`config.mk`:
```
export PLATFORM = sky130hd
export DESIGN_NAME = kernel_mac_sequencer
export DESIGN_NICKNAME = d
export VERILOG_FILES = /design/src/rtl/cnn_pkg.sv /design/src/rtl/multiply_4Bit.sv /design/src/rtl/kernel_mac_sequencer.sv
export SDC_FILE = /design/constraint.sdc
export NUM_CORES = 1
export LEC_CHECK = 0
export ABC_AREA = 1
export CORE_AREA = 10 10 191 193
export DETAILED_ROUTE_END_ITERATION = 12
export DIE_AREA = 0 0 201 203
export PLACE_DENSITY = 0.57
export SLEW_MARGIN = 5
export SYNTH_ARGS = -nofsm -noshare
export SYNTH_HDL_FRONTEND = slang
export SYNTH_HIERARCHICAL = 1
export SYNTH_SLANG_ARGS = --single-unit
export TNS_END_PERCENT = 100
```
`constraint.sdc`:
```
create_clock -name clk -period 15.3 [get_ports clk]
set_clock_uncertainty 0.05 [all_clocks]
set_input_delay 2.295 -clock clk [delete_from_list [all_inputs] [get_ports clk]]
set_output_delay 2.295 -clock clk [all_outputs]
set_load 0.1 [all_outputs]
```
`src/rtl/cnn_pkg.sv`:
```
// Shared CNN channel types: sequencer FSM states, signed 4-bit weight type,
// and helpers for tap count / tap-index width.
package cnn_pkg;

   typedef enum logic [1:0] {
      S_NOKERNEL,
      S_ACCUM,
      S_HOLD
   } state_t;

   typedef logic signed [3:0] weight_t;

   localparam int unsigned WeightBits = 4;

   function automatic int unsigned taps(input int unsigned kernel_dim);
      return kernel_dim * kernel_dim;
   endfunction

   // A 1x1 kernel still needs a one-bit tap counter.
   function automatic int unsigned tap_width(input int unsigned kernel_dim);
      return (taps(kernel_dim) > 1) ? $clog2(taps(kernel_dim)) : 1;
   endfunction

endpackage

```
`src/rtl/multiply_4Bit.sv`:
```
// Signed BitSize x 4-bit multiplier: full 2*BitSize product, arithmetic
// right shift by FixedPointPos, truncated back to BitSize.
module multiply_4Bit
   import cnn_pkg::*;
#(
   parameter int unsigned BitSize       = 32,
   parameter int unsigned FixedPointPos = 0
) (
   input  logic [BitSize-1:0] i_data,
   input  weight_t            i_weight,
   output logic [BitSize-1:0] o_product
);

   logic signed [2*BitSize-1:0] data_ext;
   logic signed [2*BitSize-1:0] weight_ext;
   logic signed [2*BitSize-1:0] full;

   always_comb begin
      data_ext   = {{BitSize{i_data[BitSize-1]}}, i_data};
      weight_ext = {{(2*BitSize-WeightBits){i_weight[WeightBits-1]}}, i_weight};
      full       = data_ext * weight_ext;
   end

   assign o_product = BitSize'(full >>> FixedPointPos);

endmodule

```
`src/rtl/kernel_mac_sequencer.sv`:
```
// Sequences one shared 4-bit-weight multiplier over a KernelDim x KernelDim
// window and emits one accumulated result per window. Optional: RELU_EN.
module kernel_mac_sequencer
   import cnn_pkg::*;
#(
   parameter int unsigned BitSize       = 32,
   parameter int unsigned FixedPointPos = 0,
   parameter int unsigned KernelDim     = 3
) (
   input  logic                                   clk,
   input  logic                                   res_n,
   input  logic                                   i_load_kernel,
   input  logic [WeightBits*taps(KernelDim)-1:0]  i_kernel,
   input  logic                                   i_valid,
   input  logic [BitSize-1:0]                     i_data,
   output logic                                   o_ready,
   output logic                                   o_valid,
   output logic [BitSize-1:0]                     o_data,
   input  logic                                   i_out_ready,
   output logic                                   o_busy
);

   localparam int unsigned Taps = taps(KernelDim);
   localparam int unsigned TapW = tap_width(KernelDim);
   localparam logic [TapW-1:0] LastTap = TapW'(Taps - 1);

   state_t                    state;
   weight_t [Taps-1:0]        weights;
   logic    [TapW-1:0]        tap;
   logic    [BitSize-1:0]     acc;
   weight_t                   cur_weight;
   logic    [BitSize-1:0]     product;
   logic    [BitSize-1:0]     sum;
   logic    [BitSize-1:0]     result;

   assign cur_weight = weights[tap];

   multiply_4Bit #(
      .BitSize       (BitSize),
      .FixedPointPos (FixedPointPos)
   ) u_mult (
      .i_data    (i_data),
      .i_weight  (cur_weight),
      .o_product (product)
   );

   assign sum = acc + product;

`ifdef RELU_EN
   assign result = sum[BitSize-1] ? '0 : sum;
`else
   assign result = sum;
`endif

   // A kernel load takes the cycle, so no sample is accepted alongside it.
   assign o_ready = (state == S_ACCUM) && !i_load_kernel;
   assign o_busy  = (tap != '0) || o_valid;

   always_ff @(posedge clk) begin
      if (!res_n) begin
         state   <= S_NOKERNEL;
         weights <= '0;
         tap     <= '0;
         acc     <= '0;
         o_valid <= 1'b0;
         o_data  <= '0;
      end else if (i_load_kernel) begin
         weights <= i_kernel;
         tap     <= '0;
         acc     <= '0;
         o_valid <= 1'b0;
         state   <= S_ACCUM;
      end else begin
         unique case (state)
            S_ACCUM: begin
               if (i_valid) begin
                  if (tap == LastTap) begin
                     o_data  <= result;
                     o_valid <= 1'b1;
                     tap     <= '0;
                     acc     <= '0;
                     state   <= S_HOLD;
                  end else begin
                     acc <= sum;
                     tap <= tap + 1'b1;
                  end
               end
            end
            S_HOLD: begin
               if (i_out_ready) begin
                  o_valid <= 1'b0;
                  state   <= S_ACCUM;
               end
            end
            default: ;
         endcase
      end
   end

endmodule
```
# --- After elaboration in Yosys (flattened, before gate mapping) ---
# Cells that the tools add are included.
# W data, S select, Z words.
word_totals:
  reg_bits: 107
  latch_bits: 0
  ram_bits: 0
  rom_bits: 0
  input_bits: 73
  out_inout_bits: 35
  elab_cells: 54
  n_memories: 0
op_classes:
  addsub: 2
  mul: 1
  n_div: 0
  magnitude_cmp: 1
  n_eq_ne: 9
  shift: 0
  n_mux: 13
  bitwise_logic: 2
  reduce_logical: 11
op_table:
  columns: ["operator", "n"]
  rows:
  - ["$add A32 B32 Y32", 1]
  - ["$mul A32 B4 Y32", 1]
  - ["$mux W32", 1]
  - ["$bmux W4 S4", 1]
  - ["$reduce_and A4 Y1", 3]
  - ["$mux W4", 2]
  - ["$mux W2", 3]
  - ["$ne A3 B3 Y1 const B", 2]
  - ["$lt A4 B5 Y1 const B", 1]
  - ["$add A4 B1 Y4 const B", 1]
  - ["$eq A4 B4 Y1 const B", 1]
  - ["$mux W1", 4]
  - ["$ne A2 B2 Y1 const B", 2]
  - ["$pmux W2 S2", 1]
  - ["$reduce_bool A4 Y1", 1]
  - ["$ne A3 B2 Y1 const B", 1]
  - ["$reduce_bool A3 Y1", 1]
  - ["$eq A2 B1 Y1 const B", 1]
  - ["$eq A2 B2 Y1 const B", 1]
  - ["$ne A2 B1 Y1 const B", 1]
  - ["$not A1 Y1", 2]
  - ["$pmux W1 S2", 1]
  - ["$reduce_and A2 Y1", 1]
  - ["$reduce_bool A2 Y1", 1]
  - ["4 further kinds", 4]

# --- Depth between registers and ports, before layout ---
# Gate-level depths: netlist of run 1.
depth:
  depth_word: 5
  mapped_depth: 39
  mapped_depth_nobuf: 37

# --- Modules after synthesis ---
# Netlist of run 1, hierarchy kept.
by_module_without_submodules:
  columns: ["mod", "instances", "cells_each", "area_each_um2"]
  rows:
  - ["kernel_mac_sequencer", 1, 1070, 6522.5]
  - ["multiply_4Bit", 1, 800, 4760.8]

# --- Worst setup path before layout of run 1 ---
# No wires, ideal clock.
synth_path:
  path_kind: "input to register"
  from: "in i_data[0]"
  to: "reg o_data[28]"
  arrival_time_ns: 6.501
  t_required_ns: 15.141
  setup_slack_ns: 8.640
  stages: 26
  path_buffers: 0
  path_cell_list: "or2_2 -> fa_1 -> fa_1 -> inv_1 -> fa_1 -> ha_1 -> fa_1 -> nand3_1 -> nand3_1 -> nand3_1 -> nand3_2 -> nand2_1 -> nand2_1 -> nand2_1 -> nand2_1 -> ha_1 -> nand2_1 -> inv_1 -> a21oi_1 -> nand2_1 -> a21oi_1 -> nand3_1 -> nand2_1 -> nand2_1 -> nand2_1 -> inv_1"
synth_via:
  elab_chain_len: 2
synth_rtl:
  columns: ["element", "line_no", "rtl"]
  rows:
  - ["start: declaration", "kernel_mac_sequencer.sv:15", "input logic [BitSize-1:0] i_data,"]
  - ["$mul A32 B4 Y32", "multiply_4Bit.sv:21", "full = data_ext * weight_ext;"]
  - ["via product[19]", "kernel_mac_sequencer.sv:32", "logic [BitSize-1:0] product;"]
  - ["$add A32 B32 Y32", "kernel_mac_sequencer.sv:47", "assign sum = acc + product;"]
  - ["end signal: assignment", "kernel_mac_sequencer.sv:78", "o_data <= result;"]
  - ["end: declaration", "kernel_mac_sequencer.sv:18", "output logic [BitSize-1:0] o_data,"]
# The timed path passes the listed nets, and every way through them passes these cells.
# A chain may end at the register's enable or synchronous reset.

# --- Worst setup path after layout of run 1 ---
layout_path:
  from: "in i_data[0]"
  to: "reg o_data[24]"
# The elaborated chain is that of the path after synthesis.

==> key figures, run 1 <==
Global route
  • GRT Residual Overflow: 0
  • Grt met2 use: 28.4%
  • Largest net degree at the start of global routing: 45
  • GR Layer Usage met1: 21.8%
  • First-pass GRT wire length: 56500 µm
  • GRT met3 Usage: 2.36%
  • Initial antenna violation count: 0
  • Busiest grt layer: met2
  • Number of global-route vias before repair: 10900
  • Total GRT Usage: 16.7%

Drt
  • Vias/cell: 4.65
  • Final antenna-violating net count: 0
  • Detailed Route Iter0 Violations: 639
  • Routed wire length: 34300 µm
  • Post-route DRC: 0
  • Routed via count: 11200
  • TritonRoute pass-1 iters: 5
  • Drt wl/cell: 14.3 µm

Synthesis
  • Mux cell area share after synthesis: 0%
  • Synth Area in XOR/XNOR: 2.10%
  • Post-Synth Adder-Cell Area: 20.7%
  • Post-Synthesis Cells: 1870
  • Ys flop type: dfxtp_1
  • Post-synth EDFFs: 0
  • Seq/Total Area, Yosys: 18.8%
  • Area share of the largest cell type after synthesis: 21.0%
  • Compound-Gate Fraction of Synth Area: 8.37%
  • Flops & latches, synth: 106
  • Synth area leader: nand2_1
  • Syn Nets: 2094
  • Mapped Area: 11300 µm²
  • Post-synth top cells: 630 x nand2_1, 338 x inv_1, 236 x nor2_1
  • Synth cell types: 38
  • Syn Area/Cell: 6.03 µm²
  • Post-synthesis simple-gate area fraction: 36.4%
  • Warnings, synthesis: 6
  • Post-synth ARST share: 0%
  • Largest family of logic cells by synthesized area: simple AND/OR/NAND/NOR gates
  • Synth area leaders: nand2_1 21%, dfxtp_1 19%, inv_1 11%, fa_1 10%, ha_1 10%
  • Most common cell in the netlist: nand2_1

Status
  • Status: complete, no violations

Worst setup path
  • Worst path max stage delay: 0.51 ns
  • Worst Setup SP: i_data[0]
  • Req. time, crit path: 15.52 ns
  • Reg2reg start: tap[0]
  • Reg2reg end: o_data[24]
  • CP Capture Type: flop
  • Crit path capture: o_data[24]
  • Crit-path slowest cell: fa_1
  • Most Frequent Cell on Critical Path: nand2_1
  • Reg2reg setup slack: 7.93 ns
  • CP Max Fanout: 5
  • Arrival time worst endpoint: 7.75 ns
  • Crit start category: primary input
  • CP top delay family: adder cells
  • R2R depth: 33
  • WP buf/inv: 3
  • Critical path type: in -> reg
  • CP Depth: 26

Place
  • Detail Placement HPWL: 27800 µm
  • Port bufs: 107
  • Dpl ws: 7.45 ns
  • Placer Congestion: 0.900

STA
  • Final count of pins violating max slew: 0
  • Max-slew headroom: 26.1%
  • Fin crit share: 49.2%
  • Worst-margin pin slew: 1.11 ns
  • RSZ-0062 raised after global routing: false
  • Final setup fails: 0
  • Hold Vio Cnt, Final: 0
  • Max Clk Rate: 133 MHz
  • Min Tclk post-route: 7.53 ns
  • Final setup TNS: 0 ns
  • Setup ws final: 7.77 ns

Clock tree
  • Num Clock Sinks: 106
  • Post-CTS setup buffer count: 0
  • Hold_buf cts: 0
  • TritonCTS buffer count: 9
  • CTS clk-pin slew, worst paths: 0.08 ns
  • CTS root buffer: clkbuf_16
  • Worst-case clock buffer depth: 2
  • Post-cts resize count: 0
  • Worst-Skew Late Latency: 0.36 ns
  • CTS tree: built
  • Max H-tree Level: 3

Flow run
  • Max Cap Viol: 0

Cells and area
  • Final #Nets: 2174
  • Layout cells sized above 1: 3.94%
  • Area growth from synthesis to layout: 15.8%

Die
  • I/O pins: 108
  • Initial Util: 34.8%
  • Die X: 201 µm
  • Die area: 40800 µm²
  • # rows: 66
  • Core area: 32500 µm²
  • Die Ht: 203 µm

Pwr
  • Pwr Total: 1.07 mW
  • Pwr dens: 81.9 nW/µm²
  • Peak supply drop: 52.5 µV
  • Reported leakage power: 7.61 nW

Min path
  • HP Class: reg -> reg
[worst register-to-register path: cells and delay by family, from the launching register on]
| kind | cells | cell delay (ns) |
|---|---|---|
| xor+xnor | 1 | 0.21 |
| simple gates | 17 | 2.16 |
| flops | 1 | 0.70 |
| compound gates | 3 | 0.53 |
| fa+ha+maj | 6 | 2.50 |
| buf+inv | 6 | 1.13 |
[where the power goes]
part	internal (mW)	total, mW	leakage (nW)	switching (mW)
clock	0.115	0.239	0.138	0.124
sequential	0.286	0.292	0.864	0.00591
combinational	0.184	0.540	6.61	0.356
total	0.584	1.07	7.61	0.487
[layout by cell type, fill, tap and decap left out, drive strengths merged, types with 3 or more instances in the layout]
cell / Yosys / layout
o221ai: 7 / 7
clkbuf: 30 / 9
a21oi: 79 / 79
and2: 4 / 4
nand3: 86 / 86
clkinv: 0 / 3
dfxtp: 106 / 106
nor2: 250 / 250
xor2: 24 / 24
nand3b: 4 / 4
nand4: 12 / 12
ha: 92 / 92
nand2: 640 / 640
clkdlybuf4s50: 0 / 107
nor3: 8 / 8
xnor2: 3 / 3
inv: 352 / 354
a21o: 4 / 4
buf: 17 / 9
o21ai: 80 / 80
fa: 59 / 59
or2: 4 / 4
[state kept, by name, summed over array words and instances (netlist names)]
signal,count
acc,32
o_data,32
o_valid,1
state,1
tap,4
weights,36
[cell type report]
cell class | count | area, µm²
inverters | 352 | 1320
well taps | 442 | 553
clock inverters | 7 | 73.8
fillers | 3593 | 19400
flip-flops and latches | 106 | 2120
repair buffers | 116 | 1140
multi-input cells | 1365 | 7630
diodes | 1 | 2.50
clock buffers | 9 | 225
[logic make-up after synthesis]
logic type	count (synthesis)
simple gates	1009
buf+inv	399
compound gates	178
fa+ha+maj	151
flops	106
xor+xnor	27
[worst min-delay path by stage]
| stage | endpoint | start | cells past startpoint | slack, ns |
|---|---|---|---|---|
| detailed placement | weights[35] | weights[35] | 2 | 0.40 |
| floorplan | weights[35] | weights[35] | 2 | 0.38 |
| CTS | weights[35] | weights[35] | 2 | 0.42 |
| finish | weights[35] | weights[35] | 2 | 0.41 |
| global placement | weights[35] | weights[35] | 2 | 0.40 |
| global route | acc[15] | acc[15] | 2 | 0.44 |
[routing by layer]
layer  share of wire, %  vias up
li1                   -     5840
met1                 48     5113
met2                 48      173
met3                3.2       33
met4                1.7        0
met5                  0        -
[stage by stage]
stage                     instance area, µm²  hold WS [ns]  util, %  cells
after global routing                   13100         0.445     40.3   2397
after detailed placement               12800         0.402     39.3   2381
after CTS                              13100         0.416     40.3   2397
after floorplan                        11300         0.378        -   1870
after global placement                 12800         0.401     39.3   2381
final                                  13100         0.414     40.3   2398
(Power assumes the default switching activity.)
==> run 2: changes to the inputs <==
Settings changed: PLACE_DENSITY 0.57 to 0.59.
Clock period 15.3 ns to 6.5 ns, I/O delays scaled along.
==> run 2 against run 1 <==
- critical path depth up 7
- setup slack worse by 7.3 ns
- global-route usage down 0.15 points
- clock power up 140%
- first-iteration DRC count up 14%
- via count up 0.73%
- sequential share of layout area down 0.26 points
- wire length down 0.51%
- register-to-register slack worse by 7.5 ns
- largest power group unchanged
- sequential power up 130%
- highest routed layer unchanged
==> key figures, run 2 (synthesis gave the netlist of run 1 again) <==
Drt
  • Routed via count: 11200
  • Final antenna-violating net count: 0
  • Drt wl/cell: 14.1 µm
  • Detailed Route Iter0 Violations: 729
  • Vias/cell: 4.65
  • Routed wire length: 34100 µm
  • Post-route DRC: 0
  • TritonRoute pass-1 iters: 9

Cells and area
  • Most frequent cells in the layout: 627 x nand2_1, 336 x inv_1, 228 x nor2_1
  • Final Core Density: 40.9%
  • Most flop-heavy register: weights
  • Ant diodes: 0
  • Top flop regs: weights (36), acc (32), o_data (32)
  • Max reg flops: 36
  • Commonest non-fill, non-tap cell in the layout: nand2_1
  • Layout cells sized above 1: 5.88%
  • Area growth from synthesis to layout: 17.8%
  • Final #Nets: 2193
  • Layout fillers: 3540
  • Final Non-Filler Cells: 2416
  • Fin area: 13300 µm²

Worst setup path
  • Reg2reg setup slack: 0.45 ns
  • Req. time, crit path: 6.75 ns
  • Reg2reg end: acc[19]
  • Critical path type: reg -> reg
  • CP Capture Type: flop
  • R2R depth: 33
  • Reg2reg start: tap[0]
  • CP Max Fanout: 29
  • Most Frequent Cell on Critical Path: nand2_1
  • Crit start category: flop
  • Crit-path slowest cell: fa_1
  • Worst path max stage delay: 0.52 ns
  • Arrival time worst endpoint: 6.30 ns

Pwr
  • Pwr dens: 194 nW/µm²
  • Peak supply drop: 121 µV
  • Reported leakage power: 7.71 nW

STA
  • Hold Vio Cnt, Final: 0
  • Max-slew headroom: 30.8%
  • Fin crit share: 93.1%
  • Final setup TNS: 0 ns
  • Final setup fails: 0
  • Setup ws final: 0.451 ns
  • Min Tclk post-route: 6.05 ns
  • Worst-margin pin slew: 1.03 ns
  • Final count of pins violating max slew: 0
  • Max Clk Rate: 165 MHz

Clock tree
  • Post-CTS setup buffer count: 0
  • Post-cts resize count: 0
  • Num Clock Sinks: 106
  • CTS tree: built
  • Worst-Skew Late Latency: 0.37 ns
  • Worst-case clock buffer depth: 2
  • Hold_buf cts: 0
  • CTS clk-pin slew, worst paths: 0.08 ns
  • Max H-tree Level: 3
  • CTS root buffer: clkbuf_16
  • TritonCTS buffer count: 9

Die
  • Die Ht: 203 µm
  • Initial Util: 34.8%
  • Die X: 201 µm
  • I/O pins: 108
  • # rows: 66
  • Core area: 32500 µm²
  • Die area: 40800 µm²

Global route
  • Largest net degree at the start of global routing: 45
  • GRT Residual Overflow: 0
  • First-pass GRT wire length: 56100 µm
  • Initial antenna violation count: 0
  • Number of global-route vias before repair: 11000
  • Total GRT Usage: 16.6%

Min path
  • Hold_sp: weights[35]
  • Hold Path Stages: 2
  • Hold Path End: weights[35]
  • HP Class: reg -> reg

Place
  • Placer Congestion: 0.917
  • Placed cell count: 2400
  • Detail Placement HPWL: 28000 µm
  • Cell Area, Placed: 12900 µm²
  • Dpl ws: 0.163 ns
  • Port bufs: 107

Flow run
  • Max Cap Viol: 0

Status
  • Status: complete, no violations
## run 2: how the worst max path moves through the flow
stage               from    endpoint  slack (ns)  cells past startpoint
2_1_floorplan     tap[0]  o_data[28]        0.65                     32
3_3_place_gp   i_data[0]  o_data[24]        0.23                     27
3_5_place_dp   i_data[0]  o_data[27]        0.16                     28
4_1_cts           tap[1]  o_data[27]        0.27                     34
5_1_grt           tap[1]  o_data[24]       -0.01                     33
6_report          tap[0]     acc[19]        0.45                     33
## run 2: final cells by class
cell class                      instances  area [µm²]  share of cell area [%]
Multi-Input combinational cell       1365        7700                    57.9
Sequential cell                       106        2120                    16.0
Timing Repair Buffer                  135        1290                    9.70
Inverter                              352        1320                    9.96
Clock inverter                          7        73.8                   0.556
Tap cell                              442         553                    4.16
Clock buffer                            9         225                    1.69
## run 2: worst max-delay path: cells and delay by family (launching register included)
family | cells | cell delay (ns)
buffers and inverters | 6 | 0.78
AO/OA/AOI/OAI | 6 | 1.10
AND/OR/NAND/NOR | 16 | 1.61
adder cells (fa/ha/maj) | 5 | 2.03
flip-flops | 1 | 0.40
## run 2: per-layer routing
layer | GRT usage (%) | vias to the layer above | share of wire (%) | wire length, µm
li1 | - | 5869 | - | -
met1 | 22.0 | 5136 | 48 | 16400
met2 | 28.1 | 210 | 47 | 15900
met3 | 2.39 | 25 | 4.1 | 1380
met4 | 3.03 | 0 | 1.2 | 412
met5 | 0 | - | 0 | 0
## run 2: power by group
part           leakage (nW)  internal, mW  total, mW  switching, mW
sequential            0.865         0.672      0.686         0.0136
clock                 0.138         0.271      0.566          0.295
combinational          6.70         0.464       1.32          0.859
total                  7.71          1.41       2.57           1.17
## run 2: through the flow
stage                     power, mW  hold WS, ns
final                          2.57        0.418
after floorplan                1.59        0.378
after global placement         1.99        0.394
after CTS                      2.57        0.413
after detailed placement       2.00        0.400
after global routing           2.78        0.436
